## config.mk

```make
export PLATFORM = sky130hd
export DESIGN_NAME = ldm_stm_sequencer
export DESIGN_NICKNAME = d
export VERILOG_FILES = /design/src/rtl/ldm_stm_sequencer_pkg.sv /design/src/rtl/ldm_stm_sequencer_lsm_list_scan.sv /design/src/rtl/ldm_stm_sequencer.sv
export SDC_FILE = /design/constraint.sdc
export NUM_CORES = 1
export LEC_CHECK = 0
export CAP_MARGIN = 20
export CORE_MARGIN = 8
export CORE_UTILIZATION = 29
export CTS_BUF_LIST = sky130_fd_sc_hd__clkbuf_8
export DETAILED_ROUTE_END_ITERATION = 12
export PLACE_DENSITY = 0.58
export SLEW_MARGIN = 20
export SYNTH_ARGS = -nofsm -noshare
export SYNTH_HDL_FRONTEND = slang
export SYNTH_HIERARCHICAL = 1
export SYNTH_SLANG_ARGS = --single-unit
```

## constraint.sdc

```tcl
create_clock -name clk -period 7.6 [get_ports clk]
set_clock_uncertainty 0.2 [all_clocks]
set_input_delay 1.52 -clock clk [delete_from_list [all_inputs] [get_ports clk]]
set_output_delay 1.52 -clock clk [all_outputs]
set_load 0.03 [all_outputs]
```

## src/rtl/ldm_stm_sequencer_pkg.sv

```systemverilog
// ldm_stm_sequencer_pkg: shared encodings for the Thumb LDM/STM/PUSH/POP sequencer.
//   LSM_OP_*    : op encodings (00 STM, 01 LDM, 10 PUSH, 11 POP)
//   LSM_*       : FSM state encodings
//   LSM_LIST_W  : register list width (R0-R7 plus LR/PC)
//   LR_I, PC_I  : register-file indices used for list bit 8
package ldm_stm_sequencer_pkg;
    localparam int LSM_LIST_W = 9;
    localparam logic [3:0] LR_I = 4'd14;
    localparam logic [3:0] PC_I = 4'd15;
    typedef enum logic [1:0] {
        LSM_OP_STM  = 2'b00,
        LSM_OP_LDM  = 2'b01,
        LSM_OP_PUSH = 2'b10,
        LSM_OP_POP  = 2'b11
    } lsm_op_e;
    typedef enum logic [2:0] {
        LSM_IDLE, LSM_SETUP, LSM_ACCESS, LSM_WB, LSM_DONE
    } lsm_state_e;
    function automatic logic is_store(lsm_op_e op);
        return op == LSM_OP_STM || op == LSM_OP_PUSH;
    endfunction
    function automatic logic is_stack(lsm_op_e op);
        return op == LSM_OP_PUSH || op == LSM_OP_POP;
    endfunction
    // List bit 8 is LR when pushing and PC when popping.
    function automatic logic [3:0] pos_to_reg(logic [3:0] pos, lsm_op_e op);
        return pos == 4'd8 ? (op == LSM_OP_PUSH ? LR_I : PC_I) : pos;
    endfunction
endpackage

```

## src/rtl/ldm_stm_sequencer_lsm_list_scan.sv

```systemverilog
// lsm_list_scan: combinational register-list scanner.
//   i_list  : register list (bit 8 = LR/PC)
//   o_count : number of set bits
//   o_low   : bit position of the lowest set bit (0 when empty)
//   o_any   : list is non-empty
module lsm_list_scan
    import ldm_stm_sequencer_pkg::*;
(
    input  logic [LSM_LIST_W-1:0] i_list,
    output logic [3:0]            o_count,
    output logic [3:0]            o_low,
    output logic                  o_any
);
    always_comb begin
        o_count = '0;
        o_low   = '0;
        for (int i = LSM_LIST_W - 1; i >= 0; i--) begin
            o_count = o_count + 4'(i_list[i]);
            if (i_list[i]) o_low = 4'(i);
        end
    end
    assign o_any = |i_list;
endmodule

```

## src/rtl/ldm_stm_sequencer.sv

```systemverilog
// ldm_stm_sequencer: multi-cycle LDM/STM/PUSH/POP sequencer between decoder and register file.
// Optional feature macro: LSM_ALIGN_FAULT_EN (misaligned base -> fault+done, no access);
// without it base_val[1:0] is forced to 0 and fault stays 0.
//   clk, rst                        : clock, synchronous active-high reset
//   i_start/i_op/i_reg_list         : launch pulse, op, register list
//   i_base_idx/i_base_val           : base register index and value
//   o_rd_addr/i_rd_data             : register-file read port for stores
//   o_mem_req/we/addr/wdata         : memory request, held until i_mem_ack
//   i_mem_rdata/i_mem_ack           : load data and access completion
//   o_ld_rd/o_addr_rd/o_w_rd        : load write to R0-R7
//   o_ld_rn/o_addr_rn/o_w_rn        : base writeback (LDM/STM)
//   o_ld_sp/o_w_sp                  : SP update (PUSH/POP)
//   o_ld_pc/o_branch/o_w_pc         : POP {PC} branch
//   o_busy/o_done/o_fault           : status
module ldm_stm_sequencer
    import ldm_stm_sequencer_pkg::*;
#(
    parameter int DATA_W = 32,
    parameter int STEP   = 4
) (
    input  logic                  clk,
    input  logic                  rst,
    input  logic                  i_start,
    input  logic [1:0]            i_op,
    input  logic [LSM_LIST_W-1:0] i_reg_list,
    input  logic [3:0]            i_base_idx,
    input  logic [DATA_W-1:0]     i_base_val,
    output logic [3:0]            o_rd_addr,
    input  logic [DATA_W-1:0]     i_rd_data,
    output logic                  o_mem_req,
    output logic                  o_mem_we,
    output logic [DATA_W-1:0]     o_mem_addr,
    output logic [DATA_W-1:0]     o_mem_wdata,
    input  logic [DATA_W-1:0]     i_mem_rdata,
    input  logic                  i_mem_ack,
    output logic                  o_ld_rd,
    output logic [3:0]            o_addr_rd,
    output logic [DATA_W-1:0]     o_w_rd,
    output logic                  o_ld_rn,
    output logic [3:0]            o_addr_rn,
    output logic [DATA_W-1:0]     o_w_rn,
    output logic                  o_ld_sp,
    output logic [DATA_W-1:0]     o_w_sp,
    output logic                  o_ld_pc,
    output logic                  o_branch,
    output logic [DATA_W-1:0]     o_w_pc,
    output logic                  o_busy,
    output logic                  o_done,
    output logic                  o_fault
);
    lsm_state_e            r_state;
    lsm_op_e               r_op;
    logic [LSM_LIST_W-1:0] r_list;
    logic [DATA_W-1:0]     r_base, r_addr;
    logic [3:0]            r_n, r_pos;
    logic                  r_wait, r_base_in;
    logic [LSM_LIST_W-1:0] w_list_next, w_scan_in, w_eff_list;
    logic [3:0]            w_count, w_low;
    logic                  w_any, w_store, w_fault, w_base_in;
    logic [DATA_W-1:0]     w_span, w_base;
    lsm_op_e               w_op;

    assign w_op        = lsm_op_e'(i_op);
    assign w_eff_list  = is_stack(w_op) ? i_reg_list : {1'b0, i_reg_list[7:0]};
    assign w_base_in   = !i_base_idx[3] && i_reg_list[i_base_idx[2:0]];
    assign w_store     = is_store(r_op);
    assign w_list_next = r_list & (r_list - 1'b1);
    // During ACCESS the scanner looks ahead at the list with the current bit removed,
    // so the next read address is ready the cycle after mem_ack.
    assign w_scan_in   = r_state == LSM_ACCESS ? w_list_next : r_list;
    assign w_span      = DATA_W'(STEP) * DATA_W'(r_state == LSM_SETUP ? w_count : r_n);
`ifdef LSM_ALIGN_FAULT_EN
    assign w_base  = i_base_val;
    assign w_fault = |r_base[1:0];
`else
    assign w_base  = i_base_val & ~DATA_W'(3);
    assign w_fault = 1'b0;
`endif

    lsm_list_scan u_scan (
        .i_list  (w_scan_in),
        .o_count (w_count),
        .o_low   (w_low),
        .o_any   (w_any)
    );

    always_ff @(posedge clk) begin
        if (rst) begin
            r_state     <= LSM_IDLE;
            r_op        <= LSM_OP_STM;
            r_list      <= '0;
            r_base      <= '0;
            r_addr      <= '0;
            r_n         <= '0;
            r_pos       <= '0;
            r_wait      <= 1'b0;
            r_base_in   <= 1'b0;
            o_rd_addr   <= '0;
            o_mem_req   <= 1'b0;
            o_mem_we    <= 1'b0;
            o_mem_addr  <= '0;
            o_mem_wdata <= '0;
            o_ld_rd     <= 1'b0;
            o_addr_rd   <= '0;
            o_w_rd      <= '0;
            o_ld_rn     <= 1'b0;
            o_addr_rn   <= '0;
            o_w_rn      <= '0;
            o_ld_sp     <= 1'b0;
            o_w_sp      <= '0;
            o_ld_pc     <= 1'b0;
            o_branch    <= 1'b0;
            o_w_pc      <= '0;
            o_busy      <= 1'b0;
            o_done      <= 1'b0;
            o_fault     <= 1'b0;
        end else begin
            o_ld_rd  <= 1'b0;
            o_ld_pc  <= 1'b0;
            o_branch <= 1'b0;
            o_ld_rn  <= 1'b0;
            o_ld_sp  <= 1'b0;
            o_done   <= 1'b0;
            o_fault  <= 1'b0;
            case (r_state)
                LSM_IDLE: if (i_start) begin
                    r_state   <= LSM_SETUP;
                    o_busy    <= 1'b1;
                    r_op      <= w_op;
                    r_list    <= w_eff_list;
                    r_base    <= w_base;
                    r_base_in <= w_base_in;
                    o_addr_rn <= i_base_idx;
                end
                LSM_SETUP: begin
                    r_n       <= w_count;
                    r_addr    <= r_op == LSM_OP_PUSH ? r_base - w_span : r_base;
                    r_pos     <= w_low;
                    r_wait    <= 1'b0;
                    o_rd_addr <= w_store ? pos_to_reg(w_low, r_op) : '0;
                    if (!w_any || w_fault) begin
                        r_state <= LSM_DONE;
                        o_done  <= 1'b1;
                        o_fault <= w_fault;
                    end else begin
                        r_state <= LSM_ACCESS;
                    end
                end
                LSM_ACCESS: if (!r_wait) begin
                    o_mem_req   <= 1'b1;
                    o_mem_we    <= w_store;
                    o_mem_addr  <= r_addr;
                    o_mem_wdata <= w_store ? i_rd_data : '0;
                    r_wait      <= 1'b1;
                end else if (o_mem_req && i_mem_ack) begin
                    o_mem_req <= 1'b0;
                    r_wait    <= 1'b0;
                    r_list    <= w_list_next;
                    r_pos     <= w_low;
                    r_addr    <= r_addr + DATA_W'(STEP);
                    o_rd_addr <= w_store ? pos_to_reg(w_low, r_op) : '0;
                    if (!w_store && r_pos == 4'd8) begin
                        o_ld_pc  <= 1'b1;
                        o_branch <= 1'b1;
                        o_w_pc   <= {i_mem_rdata[DATA_W-1:1], 1'b0};
                    end else if (!w_store) begin
                        o_ld_rd   <= 1'b1;
                        o_addr_rd <= r_pos;
                        o_w_rd    <= i_mem_rdata;
                    end
                    if (!w_any) r_state <= LSM_WB;
                end
                LSM_WB: begin
                    r_state <= LSM_DONE;
                    o_done  <= 1'b1;
                    o_ld_sp <= is_stack(r_op);
                    // A loaded base register keeps the loaded value.
                    o_ld_rn <= !is_stack(r_op) && !(r_op == LSM_OP_LDM && r_base_in);
                    if (is_stack(r_op))
                        o_w_sp <= r_op == LSM_OP_PUSH ? r_base - w_span : r_base + w_span;
                    else
                        o_w_rn <= r_base + w_span;
                end
                LSM_DONE: begin
                    r_state <= LSM_IDLE;
                    o_busy  <= 1'b0;
                end
                default: r_state <= LSM_IDLE;
            endcase
        end
    end
endmodule

```

==> metrics, run 1 <==
status completed; antenna violations before repair 0; Nets 2104; leakage power approximately 6 nW; Power Density between 200 and 250 nW/um2; M1 wire length between 15 and 20 mm; Remaining Overflow, GRT 0; Post-synth ARST share 0; worst reg2reg endpoint r_addr[26]; peak supply drop between 150 and 200 uV; Detailed Routing Iterations Pass 1 7; commonest non-fill, non-tap cell in the layout nand2_1; DR DRC count 0; Die ar. about 54000 um2; Peak Freq 146.5 MHz; TritonCTS Buffers 53; wire length on met2 ~25 mm; met3 wire length approximately 2.6 mm; Setup crit start kind flop; crit-path cells or3b_2, or4_1, and2_1, fa_1, inv_1, fa_1, fa_1, inv_1, ha_1, fa_1, xor2_1, mux2i_1, inv_1, ha_1, nand2b_1, a21oi_1, or4_1, nor3_4, xnor2_1, a2111oi_2; I/O pin count 329; CTS Hold Buffers Added 0; Initial Util 0.2921; CTS H-tree depth 2; Synth Warn # 6; minimum period implied by the final worst setup slack approximately 6.8 ns; Reg2Reg Depth 20; RSZ-0062 raised after global routing false; post-route ant nets 0; CP dominant cell by count fa_1; Main synth FF type dfxtp_1; Critical Path RT 7.91 ns; HP Class flop to flop; WS Path Type flop to flop; Yosys reg bits slightly below 300; worst setup path endpoint r_addr[26]; share of cells above drive strength 1 0.07285; Site Rows between 70 and 80; worst endpoint data arrival time between 7 and 8 ns; commonest cells after routing, fill and taps aside nand2_1 (384), clkdlybuf4s50_1 (317), dfxtp_1 (289); synthesis-to-layout area growth 34.97%; Routed WL per cell 18.83 um; Initial DRC Count about 830; die width 232.1 um; Slew HR 0.2123; CTS Buffer Depth 3; TritonCTS clock tree built; Mapped Cells 1711; worst setup margin between 0.7 and 0.8 ns; drt total wl 49.19 mm; # port buffers between 300 and 400; Clk Latency, worst-skew pair around 0.64 ns; synth unique cells between 70 and 80; count of flip-flops with a built-in enable after synthesis 0; setup bufs post-CTS 0; GRT Overall Usage 0.1746; Hold Fails Final Rpt 0; Avg Inst Size Synth 7.915 um2; Worst path depth 20; Fin Setup TNS 0 ns; max_cap viols 0; DP Worst Slack roughly 0.8 ns; endpoints failing setup 0; Multi-input gate area approximately 7000 um2; vias in the first global route between 10k and 15k; register area share after synthesis 0.4272; crit share post-route 0.8983; Final GP Congestion between 0.8 and 0.9; R2R Path Start r_state[0]; worst slew pin tran 1.182 ns; pin count of the biggest net entering global routing around 210; fill count ~4.7k; worst hold slack ~0.25 ns; top layer in use met4; delay-heaviest family, CP adder cells; Power Total ~3.9 mW; Netlist Area Pre-Place 13540 um2; slowest stage delay, CP 0.71 ns; post_cts resized 0; core region area between 40000 and 50000 um2; die span in y ~230 um; hpwl dp 35.34 mm; drt via density about 5.1; slowest CP cell or4_1; CP Buf/Inv Count 3; flop2flop setup slack just under 0.8 ns; Setup crit start r_state[0]; register area between 5000 and 6000 um2; Post-DP Area about 17000 um2; Reg clk slew, reported paths around 0.06 ns; first-pass GRT wire length around 75 mm; final slew viol count 0; crit path capture type flop; crit path max fanout 10; via count roughly 13k; root buffer cell clkbuf_8; CTS sink count ~290; post-route cell area 18280 um2
-- worst min-delay path, stage by stage, from the launching register on --
cell     delay, ns
dfxtp_1       0.31
nand2_1       0.05
a21oi_1       0.05
-- where the power goes --
| group | total [mW] | switching [mW] | internal [mW] |
|---|---|---|---|
| clock network | 1.61 | 0.694 | 0.916 |
| registers | 1.66 | 0.0825 | 1.57 |
| logic | 0.673 | 0.404 | 0.269 |
-- worst min-delay path by stage --
stage | start | end | slack, ns | cells after the start
finish | o_mem_wdata[24] | o_mem_wdata[24] | 0.25 | 2
global placement | r_base_in | o_ld_rn | 0.24 | 1
detailed placement | r_base_in | o_ld_rn | 0.24 | 1
floorplan | r_base_in | o_ld_rn | 0.22 | 1
CTS | o_mem_wdata[29] | o_mem_wdata[29] | 0.25 | 2
global route | o_w_sp[28] | o_w_sp[28] | 0.27 | 2
-- layout make-up --
| cell class | count | share of cell area |
|---|---|---|
| Clock inverter | 26 | 0.01136 |
| Antenna cell | 1 | 0.0001369 |
| Sequential cell | 289 | 0.3165 |
| Multi-Input combinational cell | 1251 | 0.3873 |
| Tap cell | 607 | 0.04155 |
| Timing Repair Buffer | 342 | 0.1856 |
| Clock buffer | 69 | 0.05196 |
| Inverter | 27 | 0.005545 |
-- stage by stage --
stage,util,cells
after floorplan,-,1718
after global placement,0.3685,2515
after detailed placement,0.3690,2516
after CTS,0.3940,2611
after global routing,0.3942,2611
final,0.3943,2612
-- routing by layer --
metal,GRT usage,vias to the layer above
met1,0.2032,6349
li1,-,6431
met3,0.04080,95
met2,0.3087,350
met5,0,-
met4,0.06394,0
-- kinds of logic (layout without fill, tap and decap cells) --
logic type | after synthesis | after routing | synth area share
compound gates | 394 | 394 | 0.1730
xor+xnor | 70 | 70 | 0.04527
fa+ha+maj | 25 | 25 | 0.02698
buf+inv | 178 | 464 | 0.05525
flops | 289 | 289 | 0.4272
mux | 13 | 13 | 0.01155
other cells | 1 | 9 | 0.0002769
simple gates | 741 | 741 | 0.2605
-- sequential cells by signal (all words and copies together), names as in the netlist, 9 cells and up --
name and flops:
r_addr 30, o_w_rd 32, o_w_pc 31, o_w_sp 30, r_list 9, o_mem_wdata 32, o_mem_addr 30, r_base 30
o_w_rn 30
-- cells in the mapped netlist (6+ instances only) --
master / n / area (um2)
a211oi_1: 44 / 330.3
a21o_1: 6 / 45.04
a21oi_1: 217 / 1086
a31oi_1: 17 / 106.4
a32oi_1: 6 / 52.55
and2_1: 7 / 43.79
and3_1: 13 / 81.33
buf_1: 8 / 30.03
buf_2: 13 / 65.06
buf_4: 9 / 67.56
clkbuf_1: 117 / 439.2
dfxtp_1: 289 / 5786
fa_1: 7 / 140.1
ha_1: 18 / 225.2
inv_1: 27 / 101.4
mux2i_1: 10 / 100.1
nand2_1: 384 / 1441
nand2b_1: 10 / 62.56
nand3_1: 27 / 135.1
nand3b_1: 42 / 315.3
nand4_1: 17 / 106.4
nand4b_1: 8 / 70.07
nor2_1: 104 / 390.4
nor2b_1: 9 / 56.30
nor3_1: 31 / 155.2
nor4_1: 27 / 168.9
nor4b_1: 7 / 61.31
o21a_1: 6 / 45.04
o21ai_0: 46 / 230.2
o22ai_1: 7 / 43.79
or2_2: 9 / 56.30
or3_1: 13 / 81.33
or4_1: 12 / 90.09
xnor2_1: 37 / 324.1
xor2_1: 33 / 289.0
No activity file was read; power rests on OpenSTA's default activity.
==> run 2: changes to the inputs <==
--- a/config.mk
+++ b/config.mk
@@ -11,7 +11,7 @@
 export CTS_BUF_LIST = sky130_fd_sc_hd__clkbuf_8
 export DETAILED_ROUTE_END_ITERATION = 12
 export PLACE_DENSITY = 0.58
-export SLEW_MARGIN = 20
+export SLEW_MARGIN = 10
 export SYNTH_ARGS = -nofsm -noshare
 export SYNTH_HDL_FRONTEND = slang
 export SYNTH_HIERARCHICAL = 1
==> run 2 against run 1 <==
Net effect:
- via count shrank 0.59%
- wire length up 0.20%
- sequential share of layout area about the same
- clock power barely moved
- register-to-register slack about the same
- non-clock buffer count is 3 higher
- global-route usage hardly changed
- worst hold slack hardly changed
- cell area fell by 0.11%
- first-iteration DRC count is 4.0% lower
- critical path type unchanged
- critical endpoint is now r_addr[23]
- largest power group unchanged
==> metrics, run 2 (same netlist as run 1, synthesis figures left out) <==
setup bufs post-CTS 0 (unchanged); Critical Path RT 7.90 ns (about the same); Initial DRC Count 794 (-4.0%); die width 232.1 um (unchanged); Nets 2108 (+0.19%); vias in the first global route 12.91k (-0.36%); I/O pin count 329 (unchanged); WS Path Type flop to flop; Setup crit start kind flop; status completed; root buffer cell clkbuf_8; synthesis-to-layout area growth 34.82%; worst slew pin tran 1.135 ns (-0.04677 ns); Hold Fails Final Rpt 0 (unchanged); Initial Util 0.2921 (unchanged); Largest regs o_mem_wdata x32, o_w_rd x32, o_w_pc x31; met1 Resource Use GR 0.2052 (+0.001979); post-route ant nets 0 (unchanged); TritonCTS clock tree built; Routed WL per cell 18.85 um (about the same); final core occ 0.3938 (-0.0004310); # port buffers 318 (unchanged); final slew viol count 0 (unchanged); post_cts resized 0 (unchanged); Detailed Routing Iterations Pass 1 5 (-2); Site Rows 79 (unchanged); CTS sink count 289 (unchanged); HP Class flop to flop; first-pass GRT wire length 75.40 mm (+0.23%); Remaining Overflow, GRT 0 (unchanged); TritonCTS Buffers 54 (+1.9%); endpoints failing setup 0 (unchanged); Power Density 214.2 nW/um2 (-0.66%); post-route cell area 18260 um2 (-0.11%); Die ar. 53870 um2 (unchanged); ANT cells 0 (-1); DR DRC count 0 (unchanged); CTS Hold Buffers Added 0 (unchanged); Fin Setup TNS 0 ns (unchanged); drt via density 5.028 (-0.70%); CTS H-tree depth 2 (unchanged); crit path capture type flop; RSZ-0062 raised after global routing false; gr busiest metal met2; Peak Freq 146.7 MHz (+0.16%); met2 Use GR 0.3082 (-0.0004582); share of cells above drive strength 1 0.07371 (+0.0008509); pin count of the biggest net entering global routing 211 (unchanged); M3 GR Usage 0.03958 (-0.001222); minimum period implied by the final worst setup slack 6.817 ns (-0.01071 ns); antenna violations before repair 0 (unchanged); Slew HR 0.2435 (+0.03118); drt total wl 49.28 mm (+0.20%); Post-DP Area 17120 um2 (about the same); Final GP Congestion 0.8542 (unchanged); leakage power 6.159 nW (+0.19%); Clk Latency, worst-skew pair 0.64 ns (about the same); worst endpoint data arrival time 7.11 ns (-0.02 ns); commonest cells after routing, fill and taps aside nand2_1 (384), clkdlybuf4s50_1 (317), dfxtp_1 (289); crit path max fanout 13 (+3); die span in y 232.1 um (unchanged); CTS Buffer Depth 3 (unchanged); core region area 46360 um2 (unchanged); peak supply drop 106.3 uV (-36%); via count 13.15k (-0.59%); commonest non-fill, non-tap cell in the layout nand2_1; crit share post-route 0.8969 (-0.001409); max_cap viols 0 (unchanged); GRT Overall Usage 0.1745 (about the same); hpwl dp 35.41 mm (+0.21%); Reg clk slew, reported paths 0.07 ns (about the same)
==> run 2: cell types whose count changed in the layout (fill, tap and decap cells not counted), moves of 2 or more <==
cell        previous run  this run
clkinv_2               6        11
clkinvlp_4             3         1
clkbuf_8              70        65
inv_6                  0         2
==> run 2: layout make-up <==
cell class / instances / area, um2
multi-input combinational: 1251 / 7066
clock buffer: 64 / 880.8
tap: 607 / 759.5
timing repair buffer: 345 / 3416
sequential: 289 / 5786
fill: 4790 / 28100
inverter: 27 / 101.3
clock inverter: 32 / 249.0
==> run 2: layer usage <==
layer  routed length [um]  up-vias
met1                19850     6291
met4                 1484        0
met3                 2810       91
li1                     -     6415
met5                    0        -
met2                25140      350
==> run 2: through the flow <==
stage          worst slack [ns]  total power [mW]  instances  hold slack, ns
2_1_floorplan             1.060             2.101       1718          0.2203
3_3_place_gp             0.9187             2.347       2515          0.2375
3_5_place_dp             0.7999             2.360       2517          0.2428
4_1_cts                  0.7794             3.962       2613          0.2508
5_1_grt                  0.3353             4.114       2615          0.2692
6_report                 0.7834             3.910       2615          0.2483
==> run 2: path summary, 6_finish.rpt <==
| path | from | end | slack [ns] | depth (start not counted) |
|---|---|---|---|---|
| worst max-delay path | r_state[0] | r_addr[23] | 0.78 | 19 |
| worst min register to register | o_mem_wdata[24] | o_mem_wdata[24] | 0.25 | 2 |
| worst min-delay path | o_mem_wdata[24] | o_mem_wdata[24] | 0.25 | 2 |
| worst max register to register | r_state[0] | r_addr[23] | 0.78 | 19 |
==> run 2: worst max-delay path, stage by stage (launching register included) <==
cell,delay (ns)
dfxtp_1,0.41
or3b_2,0.52
or4_1,0.42
and2_1,0.23
fa_1,0.50
inv_1,0.05
fa_1,0.45
fa_1,0.50
inv_1,0.04
ha_1,0.21
fa_1,0.55
mux2i_1,0.53
inv_1,0.10
ha_1,0.32
or2_2,0.30
a221oi_1,0.27
buf_4,0.27
nor3_1,0.15
xnor2_1,0.19
a2111oi_0,0.47
==> run 2: where the power goes <==
group          switching, mW  total, mW  leakage, nW  internal [mW]
Combinational          0.405      0.675         3.18          0.270
Sequential            0.0831       1.66         2.34           1.57
Clock                  0.703       1.58        0.634          0.874
